## src/rtl/isa_pkg.sv

```systemverilog
// isa_pkg: opcode field layout, opcode values and fetch defaults shared by the front end.
package isa_pkg;
  localparam logic [31:0] RESET_PC_DEF = 32'h0000_0000;
  localparam int OPCODE_MSB = 31;
  localparam int OPCODE_LSB = 28;
  localparam logic [3:0] ADD = 4'd1, SUB = 4'd2, AND = 4'd3, OR = 4'd4, XOR = 4'd5;
  localparam logic [3:0] SLL = 4'd6, LOAD = 4'd7, STORE = 4'd8, ADDI = 4'd9, BEQ = 4'd10;
  localparam logic [3:0] BNE = 4'd11, UBRANCH = 4'd12, SRL = 4'd13, BLT = 4'd14, BGT = 4'd15;
  typedef logic [OPCODE_MSB-OPCODE_LSB:0] opcode_t;
  function automatic opcode_t opcode_of(logic [31:0] instr);
    return instr[OPCODE_MSB:OPCODE_LSB];
  endfunction
endpackage

```

## src/rtl/sync_fifo.sv

```systemverilog
// sync_fifo: DEPTH-entry queue with clear and occupancy count; head is read from register storage.
module sync_fifo #(
  parameter int WIDTH = 64,
  parameter int DEPTH = 4,
  localparam int AW = $clog2(DEPTH),
  localparam int CW = $clog2(DEPTH + 1)
) (
  input  logic             clk,
  input  logic             reset,
  input  logic             push,
  input  logic [WIDTH-1:0] push_data,
  input  logic             pop,
  input  logic             clear,
  output logic [CW-1:0]    count,
  output logic [WIDTH-1:0] head
);
  logic [WIDTH-1:0] mem [DEPTH];
  logic [AW-1:0] rd_ptr, wr_ptr;
  always_ff @(posedge clk or posedge reset)
    if (reset) begin
      rd_ptr <= '0;
      wr_ptr <= '0;
      count <= '0;
    end else if (clear) begin
      rd_ptr <= '0;
      wr_ptr <= '0;
      count <= '0;
    end else begin
      if (push) wr_ptr <= wr_ptr + 1'b1;
      if (pop) rd_ptr <= rd_ptr + 1'b1;
      count <= count + CW'(push) - CW'(pop);
    end
  always_ff @(posedge clk)
    if (push && !clear) mem[wr_ptr] <= push_data;
  assign head = count != '0 ? mem[rd_ptr] : '0;
endmodule

```

## src/rtl/fetch_queue_unit.sv

```systemverilog
// fetch_queue_unit: in-order instruction fetch with credit-limited requests, a response queue
// and branch flush that discards every response still in flight.
module fetch_queue_unit import isa_pkg::*; #(
  parameter int DEPTH = 4,
  parameter int XLEN = 32,
  parameter logic [XLEN-1:0] RESET_PC = XLEN'(RESET_PC_DEF)
) (
  input  logic            clk,
  input  logic            reset,
  output logic            imem_req_valid,
  input  logic            imem_req_ready,
  output logic [XLEN-1:0] imem_req_addr,
  input  logic            imem_resp_valid,
  input  logic [XLEN-1:0] imem_resp_data,
  input  logic            stall,
  input  logic            is_branch_taken,
  input  logic [XLEN-1:0] branch_target,
  output logic            out_valid,
  output logic [XLEN-1:0] out_instr,
  output logic [XLEN-1:0] out_pc,
  output logic [3:0]      out_opcode
);
  localparam int CW = $clog2(DEPTH + 1);
  localparam logic [CW:0] CAP = (CW + 1)'(DEPTH);
  logic [XLEN-1:0] fetch_pc, resp_pc, target;
  logic [CW-1:0] count, outstanding, discard;
  logic [2*XLEN-1:0] head;
  logic fire, take, push, pop;
  assign target = {branch_target[XLEN-1:2], 2'b00};
  // queued plus outstanding never exceeds DEPTH, so the queue cannot overflow
  assign imem_req_valid = !reset && !is_branch_taken && ({1'b0, count} + {1'b0, outstanding} < CAP);
  assign imem_req_addr = fetch_pc;
  assign fire = imem_req_valid && imem_req_ready;
  assign take = imem_resp_valid && outstanding != '0;
  assign push = take && discard == '0 && !is_branch_taken;
  assign out_valid = count != '0;
  assign pop = out_valid && !stall && !is_branch_taken;
  always_ff @(posedge clk or posedge reset)
    if (reset) begin
      fetch_pc <= RESET_PC;
      resp_pc <= RESET_PC;
      outstanding <= '0;
      discard <= '0;
    end else begin
      outstanding <= outstanding + CW'(fire) - CW'(take);
      if (is_branch_taken) begin
        fetch_pc <= target;
        resp_pc <= target;
        discard <= outstanding - CW'(take);
      end else begin
        if (fire) fetch_pc <= fetch_pc + XLEN'(4);
        if (push) resp_pc <= resp_pc + XLEN'(4);
        if (take && discard != '0) discard <= discard - 1'b1;
      end
    end
  sync_fifo #(.WIDTH(2 * XLEN), .DEPTH(DEPTH)) u_fifo (
    .clk(clk),
    .reset(reset),
    .push(push),
    .push_data({resp_pc, imem_resp_data}),
    .pop(pop),
    .clear(is_branch_taken),
    .count(count),
    .head(head)
  );
  assign out_pc = head[2*XLEN-1:XLEN];
  assign out_instr = head[XLEN-1:0];
  assign out_opcode = opcode_of(out_instr[31:0]);
endmodule
```

## config.mk

```make
export PLATFORM = sky130hd
export DESIGN_NAME = fetch_queue_unit
export DESIGN_NICKNAME = d
export VERILOG_FILES = /design/src/rtl/isa_pkg.sv /design/src/rtl/sync_fifo.sv /design/src/rtl/fetch_queue_unit.sv
export SDC_FILE = /design/constraint.sdc
export NUM_CORES = 1
export LEC_CHECK = 0
export ABC_AREA = 1
export BUFFER_PORTS_ARGS = -buffer_cell sky130_fd_sc_hd__buf_2
export CORE_ASPECT_RATIO = 1.1
export CORE_UTILIZATION = 35
export CTS_CLUSTER_SIZE = 24
export DETAILED_ROUTE_END_ITERATION = 12
export GPL_ROUTABILITY_DRIVEN = 0
export PLACE_DENSITY = 0.63
export SYNTH_ARGS = -nofsm -noshare
export SYNTH_HDL_FRONTEND = slang
export SYNTH_SLANG_ARGS = --single-unit
```

## constraint.sdc

```tcl
create_clock -name clk -period 4 [get_ports clk]
set_input_delay 0.6 -clock clk [delete_from_list [all_inputs] [get_ports clk]]
set_output_delay 0.6 -clock clk [all_outputs]
set_load 0.005 [all_outputs]
```

==> reports/summary.txt, run 1 <==
OUTCOME
-----------------------------------------------------------------------------------------------------
Run status                                                                               finished clean

WORST SETUP PATH
-----------------------------------------------------------------------------------------------------
Critical Path Stages                                                                                5
Crit-path cells                                                                          inv_2, buf_4, o21ai_0, a21oi_1, buf_2
Slowest library cell on the worst path                                                        dfrtp_4
Cell depth of the worst flop-to-flop path                                                          11
Largest fanout on the critical path                                                                40
Critical Path Start                                                                      u_fifo.rd_ptr[0]
Crit-path max cell delay                                                                      0.61 ns
Kind of end point of the critical path                                                     output pin
Required arrival time at the worst endpoint                                                   3.40 ns
Cell family with the largest share of critical-path delay                                buffers and inverters
Worst EP arrival                                                                              2.70 ns
Critical path launch point type                                                              register
Slack of the worst reg-to-reg path                                                            1.52 ns
Last element of the critical path                                                          out_pc[15]
Endpoint of the worst-slack reg-to-reg timing path                                       outstanding[2]
Count of buffering cells on the critical path with inverters included                               3
Kind of critical path                                                                    register to output pin
Reg2Reg Launch Point                                                                     outstanding[2]

POWER AND IR DROP
-----------------------------------------------------------------------------------------------------
Cell area power density                                                                   575 nW/um^2
Reported leakage power                                                                        6.96 nW
Maximum resistive drop on vdd                                                                0.331 mV

LOGIC SYNTHESIS
-----------------------------------------------------------------------------------------------------
Most frequently used flop master after synthesis                                             edfxtp_1
Post-Synthesis Cell Area                                                                  14700 sq um
Post-synth EDFFs                                                                                  248
Synth Area in Compound Gates                                                                    8.88%
Fraction of synthesis flops using an asynchronous set or reset pin                              22.7%
Gate count after technology mapping                                                              1513
Netlist cell types                                                                                 34
Dominant combinational cell family by area after synthesis                               simple AND/OR/NAND/NOR gates
Simple-gate share of the synthesized area                                                       19.9%
Register area share after synthesis                                                             63.0%
Mux contribution to synthesized area                                                               0%
Post-synthesis share of cell area spent on full adders, half adders and majority gates          1.63%
Area share of xor/xnor cells in the synthesized design                                          1.31%
Synth Warn #                                                                                        0
Number of synthesized register bits                                                               321
Mean instance size in the synthesized netlist                                              9.72 sq um

PLACEMENT
-----------------------------------------------------------------------------------------------------
Count of buffers from port buffering                                                              165
Placed cell count                                                                                2189
Detailed placer's ending HPWL                                                                 23.1 mm

TIMING
-----------------------------------------------------------------------------------------------------
Crit share post-route                                                                           82.5%
Setup repair after global routing missed its margin                                                no
Max-slew headroom at the worst pin                                                              34.4%
Number of pins with negative max-slew slack in the final report                                     0
Number of endpoints with negative hold slack in the final report                                    0
Setup tns final                                                                                  0 ns
Maximum clock frequency                                                                       303 MHz
Post-layout minimum cycle time                                                                3.30 ns
Clk_skew                                                                                    0.0257 ns
Actual transition at the worst max-transition pin                                            0.984 ns
Final setup violation count                                                                         0

ROUTE
-----------------------------------------------------------------------------------------------------
DR WL/cell                                                                                    16.4 um
Post-detailed-route DRC marker count                                                                0
Pre-antenna DRT Iters                                                                               5
Number of DRC markers after the initial detailed-route iteration                                  592
Average via count per standard cell                                                              4.90
Wire length after detailed routing                                                            37.0 mm
Post-detailed-route count of antenna-violating nets                                                 0
Vias post-DR                                                                                    11100

LAYOUT
-----------------------------------------------------------------------------------------------------
Growth of design area from synthesis to finish                                                  17.2%
Number of standard cells in the final layout excluding fillers                                   2258
Fillcell total                                                                                   4035
Final-stage net count                                                                            1756
Share of post-route cells with drive strength above 1                                           15.3%

CTS
-----------------------------------------------------------------------------------------------------
Total number of clock tree sinks                                                                  321
Cell chosen for the clock root                                                              clkbuf_16
TritonCTS clock tree                                                                             done
CTS-repair resized insts                                                                            0
# Post-CTS Setup Buffers                                                                            0
CTS clk-pin slew, worst paths                                                                 0.06 ns
Number of buffers inserted by hold repair at cts                                                    1
Inserted Clock Buffers                                                                             36
Clock buffer depth                                                                                  3
Clock H-tree levels                                                                                 2
Clock insertion delay at the later pin of the skew report                                     0.53 ns

DIE
-----------------------------------------------------------------------------------------------------
Number of placement rows                                                                           78
Initial standard-cell utilization of the core                                                   35.5%
Die X                                                                                          197 um
Overall die area                                                                          42900 sq um
CORE AREA                                                                                 41400 sq um
Y dimension of the die                                                                         217 um
Number of I/O pins                                                                                172

WORST HOLD PATH
-----------------------------------------------------------------------------------------------------
Source of the worst hold timing path                                                     imem_resp_data[24]
Tightest Hold Check Type                                                                 primary input to register

GRT
-----------------------------------------------------------------------------------------------------
Maximum number of pins on one net before global-route repair                                       72
Antenna violations before repair                                                                    1
Number of global-route vias before repair                                                       10500
First-pass GRT wire length                                                                    57.2 mm
Aggregate global routing overflow                                                                   0
Global-route usage over all layers                                                              17.2%

FLOW RUN
-----------------------------------------------------------------------------------------------------
Max cap viols                                                                                       0

-- where the power goes --
part | internal [mW] | total [mW] | switching (mW)
Combinational | 0.878 | 2.51 | 1.63
Clock | 1.84 | 3.15 | 1.31
Sequential | 3.91 | 4.26 | 0.347
-- cell usage after synthesis (3+ instances only) --
master    number  share of area [%]
inv_2          7               0.18
buf_1          6               0.15
buf_4         11               0.56
a31oi_1        4               0.17
nand3_1       73                2.5
nand4_1       10               0.43
o21ai_1        3               0.10
xnor2_1        4               0.24
o211ai_1      14               0.71
nor3_1         4               0.14
clkbuf_1      31               0.79
nor2_4         5               0.38
nand2_1      270                6.9
edfxtp_1     248                 51
a21oi_1       69                2.3
dfrtp_1       73                 12
buf_2         18               0.61
o21bai_1       3               0.15
ha_1          16                1.4
xor2_1        18                1.1
inv_1        101                2.6
nor2_1       345                8.8
nor2_2         3               0.13
o21ai_0      154                5.2
nand3b_1       5               0.26
buf_6          4               0.31
a21o_1         3               0.15
-- cells by family after synthesis --
family                     after synthesis
AOI/OAI and AO/OA                      250
xor gates and xnor gates                22
adders and majority gates               18
buffers and inverters                  178
DFF                                    321
other                                    1
and+or+nand+nor                        723
-- layout make-up --
class                      count  area, sq um  share of cell area (%)
inverter                     108          405                    2.35
timing repair buffer         184         1010                    5.85
sequential                   321         9280                    53.8
clock buffer                  48          967                    5.61
multi-input combinational   1017         4710                    27.3
tap                          560          701                    4.06
clock inverter                18          158                   0.915
antenna                        2         5.00                  0.0290
-- per-stage QoR --
step | total power [mW] | utilization, % | hold slack (ns) | instance area [sq um] | setup WS [ns]
floorplan | 5.81 | - | 0.487 | 14700 | -0.135
global placement | 6.79 | 38.9 | 0.468 | 16100 | 1.20
detailed placement | 6.86 | 38.9 | 0.467 | 16100 | 1.11
CTS | 10.0 | 41.6 | 0.262 | 17200 | 0.594
global route | 10.5 | 41.6 | 0.274 | 17200 | 0.483
finish | 9.92 | 41.7 | 0.287 | 17200 | 0.699
-- worst min-delay path by stage --
stage | end | slack [ns] | cells past startpoint
finish | u_fifo.mem[3][24] | 0.29 | 1
CTS | u_fifo.mem[3][24] | 0.26 | 1
detailed placement | imem_req_addr[2] | 0.47 | 2
floorplan | outstanding[2] | 0.49 | 1
global placement | imem_req_addr[2] | 0.47 | 2
global route | u_fifo.mem[3][24] | 0.27 | 1
-- sequential cells by signal (all words and copies together) (netlist names) --
| register | flops |
|---|---|
| discard | 3 |
| u_fifo.count | 3 |
| outstanding | 3 |
| u_fifo.rd_ptr | 2 |
| imem_req_addr | 30 |
| u_fifo.mem | 248 |
| u_fifo.wr_ptr | 2 |
| resp_pc | 30 |
-- placed cells by master (no fill, tap or decap), types with 5 or more instances in the layout --
cell type and instances:
a21oi_1 69, clkbuf_1 11, nand2_1 270, inv_1 100, clkinv_1 6, nor2_1 341, inv_2 8, dfrtp_1 71
xor2_1 18, buf_4 15, nand3b_1 5, nand4_1 10, ha_1 16, edfxtp_1 248, buf_2 165, clkbuf_16 37
o211ai_1 14, nand3_1 73, nor2_4 9, o21ai_0 154
-- per-layer routing --
layer  track usage, %  share of wire [%]  up-vias
met3             3.22                6.8       58
met1             23.0                 45     5254
met4             5.50                2.3        2
met2             28.1                 46      381
li1                 -                  -     5360
met5                0              0.024        -
(Power assumes the default switching activity.)
==> inputs of run 2 (changes only) <==
--- a/config.mk
+++ b/config.mk
@@ -12,7 +12,7 @@
 export CTS_CLUSTER_SIZE = 24
 export DETAILED_ROUTE_END_ITERATION = 12
 export GPL_ROUTABILITY_DRIVEN = 0
-export PLACE_DENSITY = 0.63
+export PLACE_DENSITY = 0.61
 export SYNTH_ARGS = -nofsm -noshare
 export SYNTH_HDL_FRONTEND = slang
 export SYNTH_SLANG_ARGS = --single-unit
==> constraint.sdc (replaced) <==
create_clock -name clk -period 3.3 [get_ports clk]
set_input_delay 0.495 -clock clk [delete_from_list [all_inputs] [get_ports clk]]
set_output_delay 0.495 -clock clk [all_outputs]
set_load 0.005 [all_outputs]
==> run 2 against run 1 <==
Combinational power is 24% higher. Global-route usage grew 0.088 points. Sequential cell count stayed put. Die area did not move. Sequential power grew 20%. Register-to-register slack got worse by 0.68 ns. Design area up 1.2%. Total power increased by 24%. Critical endpoint is now out_opcode[3].
==> reports/summary.txt, run 2 (synthesized netlist as in run 1, its figures left out) <==
DIE
------------------------------------------------------------------------------------
CORE AREA                                                                41400 sq um   unchanged
Initial standard-cell utilization of the core                                  35.5%   unchanged
Number of I/O pins                                                               172   unchanged
Overall die area                                                         42900 sq um   unchanged
Y dimension of the die                                                        217 um   unchanged
Die X                                                                         197 um   unchanged
Number of placement rows                                                          78   unchanged

CTS
------------------------------------------------------------------------------------
Total number of clock tree sinks                                                 321   unchanged
Clock H-tree levels                                                                2   unchanged
TritonCTS clock tree                                                            done
CTS clk-pin slew, worst paths                                                0.06 ns   about the same
CTS-repair resized insts                                                           0   unchanged
Cell chosen for the clock root                                             clkbuf_16
Clock buffer depth                                                                 3   unchanged
# Post-CTS Setup Buffers                                                           0   unchanged
Inserted Clock Buffers                                                            36   unchanged
Number of buffers inserted by hold repair at cts                                   0   -1
Clock insertion delay at the later pin of the skew report                    0.53 ns   about the same

WORST SETUP PATH
------------------------------------------------------------------------------------
Largest fanout on the critical path                                               66   +65%
Critical path launch point type                                             register
Cell family with the largest share of critical-path delay               buffers and inverters
Slowest library cell on the worst path                                         buf_4
Kind of end point of the critical path                                    output pin
Crit-path max cell delay                                                     0.52 ns   -0.09 ns
Worst EP arrival                                                             2.32 ns   -0.38 ns
Count of buffering cells on the critical path with inverters included              3   unchanged
Kind of critical path                                                   register to output pin
Required arrival time at the worst endpoint                                  2.80 ns   -0.60 ns
Crit-path cells                                                         inv_2, buf_4, o21ai_0, a21oi_1, buf_2

TIMING
------------------------------------------------------------------------------------
Final setup violation count                                                        0   unchanged
Post-layout minimum cycle time                                               2.82 ns
Setup tns final                                                                 0 ns   unchanged
Number of endpoints with negative hold slack in the final report                   0   unchanged
Max-slew headroom at the worst pin                                             33.9%   -0.51 points
Actual transition at the worst max-transition pin                           0.992 ns   +0.00760 ns
Setup repair after global routing missed its margin                               no
Number of pins with negative max-slew slack in the final report                    0   unchanged
Minimum setup slack in the final design                                     0.480 ns   -0.218 ns
Crit share post-route                                                          85.4%
Maximum clock frequency                                                      355 MHz
Clk_skew                                                                   0.0110 ns   -0.0147 ns

POWER AND IR DROP
------------------------------------------------------------------------------------
Power after layout                                                           12.3 mW   +24%
Maximum resistive drop on vdd                                               0.431 mV   +30%
Cell area power density                                                  706 nW/um^2   +23%
Reported leakage power                                                       7.04 nW   +1.1%

ROUTE
------------------------------------------------------------------------------------
Wire length after detailed routing                                           37.2 mm   +0.52%
DR WL/cell                                                                   16.5 um   +0.43%
Average via count per standard cell                                             4.90   +0.15%
Post-detailed-route DRC marker count                                               0   unchanged
Pre-antenna DRT Iters                                                              4   -1
Vias post-DR                                                                   11100   +0.24%
Number of DRC markers after the initial detailed-route iteration                 658   +11%
Post-detailed-route count of antenna-violating nets                                0   unchanged

GRT
------------------------------------------------------------------------------------
Global Route met3 Usage                                                        3.22%   unchanged
Aggregate global routing overflow                                                  0   unchanged
Number of global-route vias before repair                                      10500   -0.24%
Maximum number of pins on one net before global-route repair                     126   +75%
Met1 demand-to-capacity share in global routing                                22.8%   -0.17 points
Met2 track demand over resource in global routing                              28.5%   +0.47 points
Global-route usage over all layers                                             17.3%   +0.088 points
First-pass GRT wire length                                                   57.3 mm   +0.24%
GR peak layer                                                                   met2
Antenna violations before repair                                                   0   -1

LAYOUT
------------------------------------------------------------------------------------
Number of standard cells in the final layout excluding fillers                  2260   +0.089%
Final-stage net count                                                           1759   +0.17%
Number of flip-flops under the largest register name                             248   unchanged
Growth of design area from synthesis to finish                                 18.6%
Leading cell type in the layout, fill and taps excluded                       nor2_1
Largest register by flop count                                            u_fifo.mem
Fillcell total                                                                  4032   -0.074%
Sequential cell area                                                      9280 sq um   unchanged
Most frequent cells in the layout                                       nor2_1 (341), nand2_1 (270), edfxtp_1 (248), buf_2 (165), o21ai_0 (154)
Multi-input combinational cell area                                       4710 sq um   unchanged
Share of post-route cells with drive strength above 1                          15.7%   +0.38 points
Cell area after layout                                                   17400 sq um   +1.2%

OUTCOME
------------------------------------------------------------------------------------
Run status                                                              finished clean

PLACEMENT
------------------------------------------------------------------------------------
Detailed placer's ending HPWL                                                23.3 mm   +1.0%
Placed standard-cell area                                                16200 sq um   +0.91%
Placed cell count                                                               2193   +0.18%
Worst Setup Slack post-DPL                                                  0.751 ns   -0.362 ns
Count of buffers from port buffering                                             165   unchanged

WORST HOLD PATH
------------------------------------------------------------------------------------
Tightest Hold Check Type                                                primary input to register

FLOW RUN
------------------------------------------------------------------------------------
Max cap viols                                                                      0   unchanged

-- run 2: through the flow --
stage               hold WS [ns]  util, %
global route               0.168     42.2
finish                     0.184     42.2
detailed placement         0.535     39.3
CTS                        0.151     42.2
global placement           0.511     39.3
floorplan                  0.487        -
-- run 2: power breakdown --
part | switching (mW) | internal, mW | total (mW)
clock network | 1.60 | 2.48 | 4.09
registers | 0.388 | 4.74 | 5.13
logic | 2.01 | 1.09 | 3.11
-- run 2: final cells by class --
| class | count | share of cell area (%) |
|---|---|---|
| sequential | 321 | 53.2 |
| multi-input combinational | 1017 | 27.0 |
| timing repair buffer | 187 | 6.54 |
| clock buffer | 48 | 5.60 |
| tap | 560 | 4.02 |
| inverter | 108 | 2.34 |
| clock inverter | 18 | 1.28 |
| antenna | 1 | 0.0143 |
-- run 2: per-layer routing --
| metal | wire (um) | vias to the layer above | share of wire (%) |
|---|---|---|---|
| li1 | - | 5372 | - |
| met1 | 16400 | 5308 | 44 |
| met2 | 17400 | 340 | 47 |
| met3 | 2410 | 61 | 6.5 |
| met4 | 955 | 0 | 2.6 |
| met5 | 0 | - | 0 |
-- run 2: worst register-to-register path, delay by kind of cell, from the launching register on --
family / cells / cell delay [ns]
adder cells (fa/ha/maj): 4 / 1.14
flip-flops: 1 / 0.44
XOR/XNOR: 2 / 0.34
buffers and inverters: 1 / 0.04
AND/OR/NAND/NOR: 4 / 0.43
-- run 2: path summary, 6_finish.rpt --
check	from	depth (start not counted)	slack, ns	to
worst max-delay path	u_fifo.rd_ptr[0]	5	0.48	out_opcode[3]
worst min-delay path	imem_resp_data[12]	1	0.18	u_fifo.mem[1][12]
worst max register to register	outstanding[2]	11	0.84	outstanding[2]
worst min register to register	outstanding[1]	1	0.54	outstanding[2]
max in group asynchronous	reset	3	2.23	u_fifo.rd_ptr[0]
min in group asynchronous	reset	3	0.32	imem_req_addr[3]
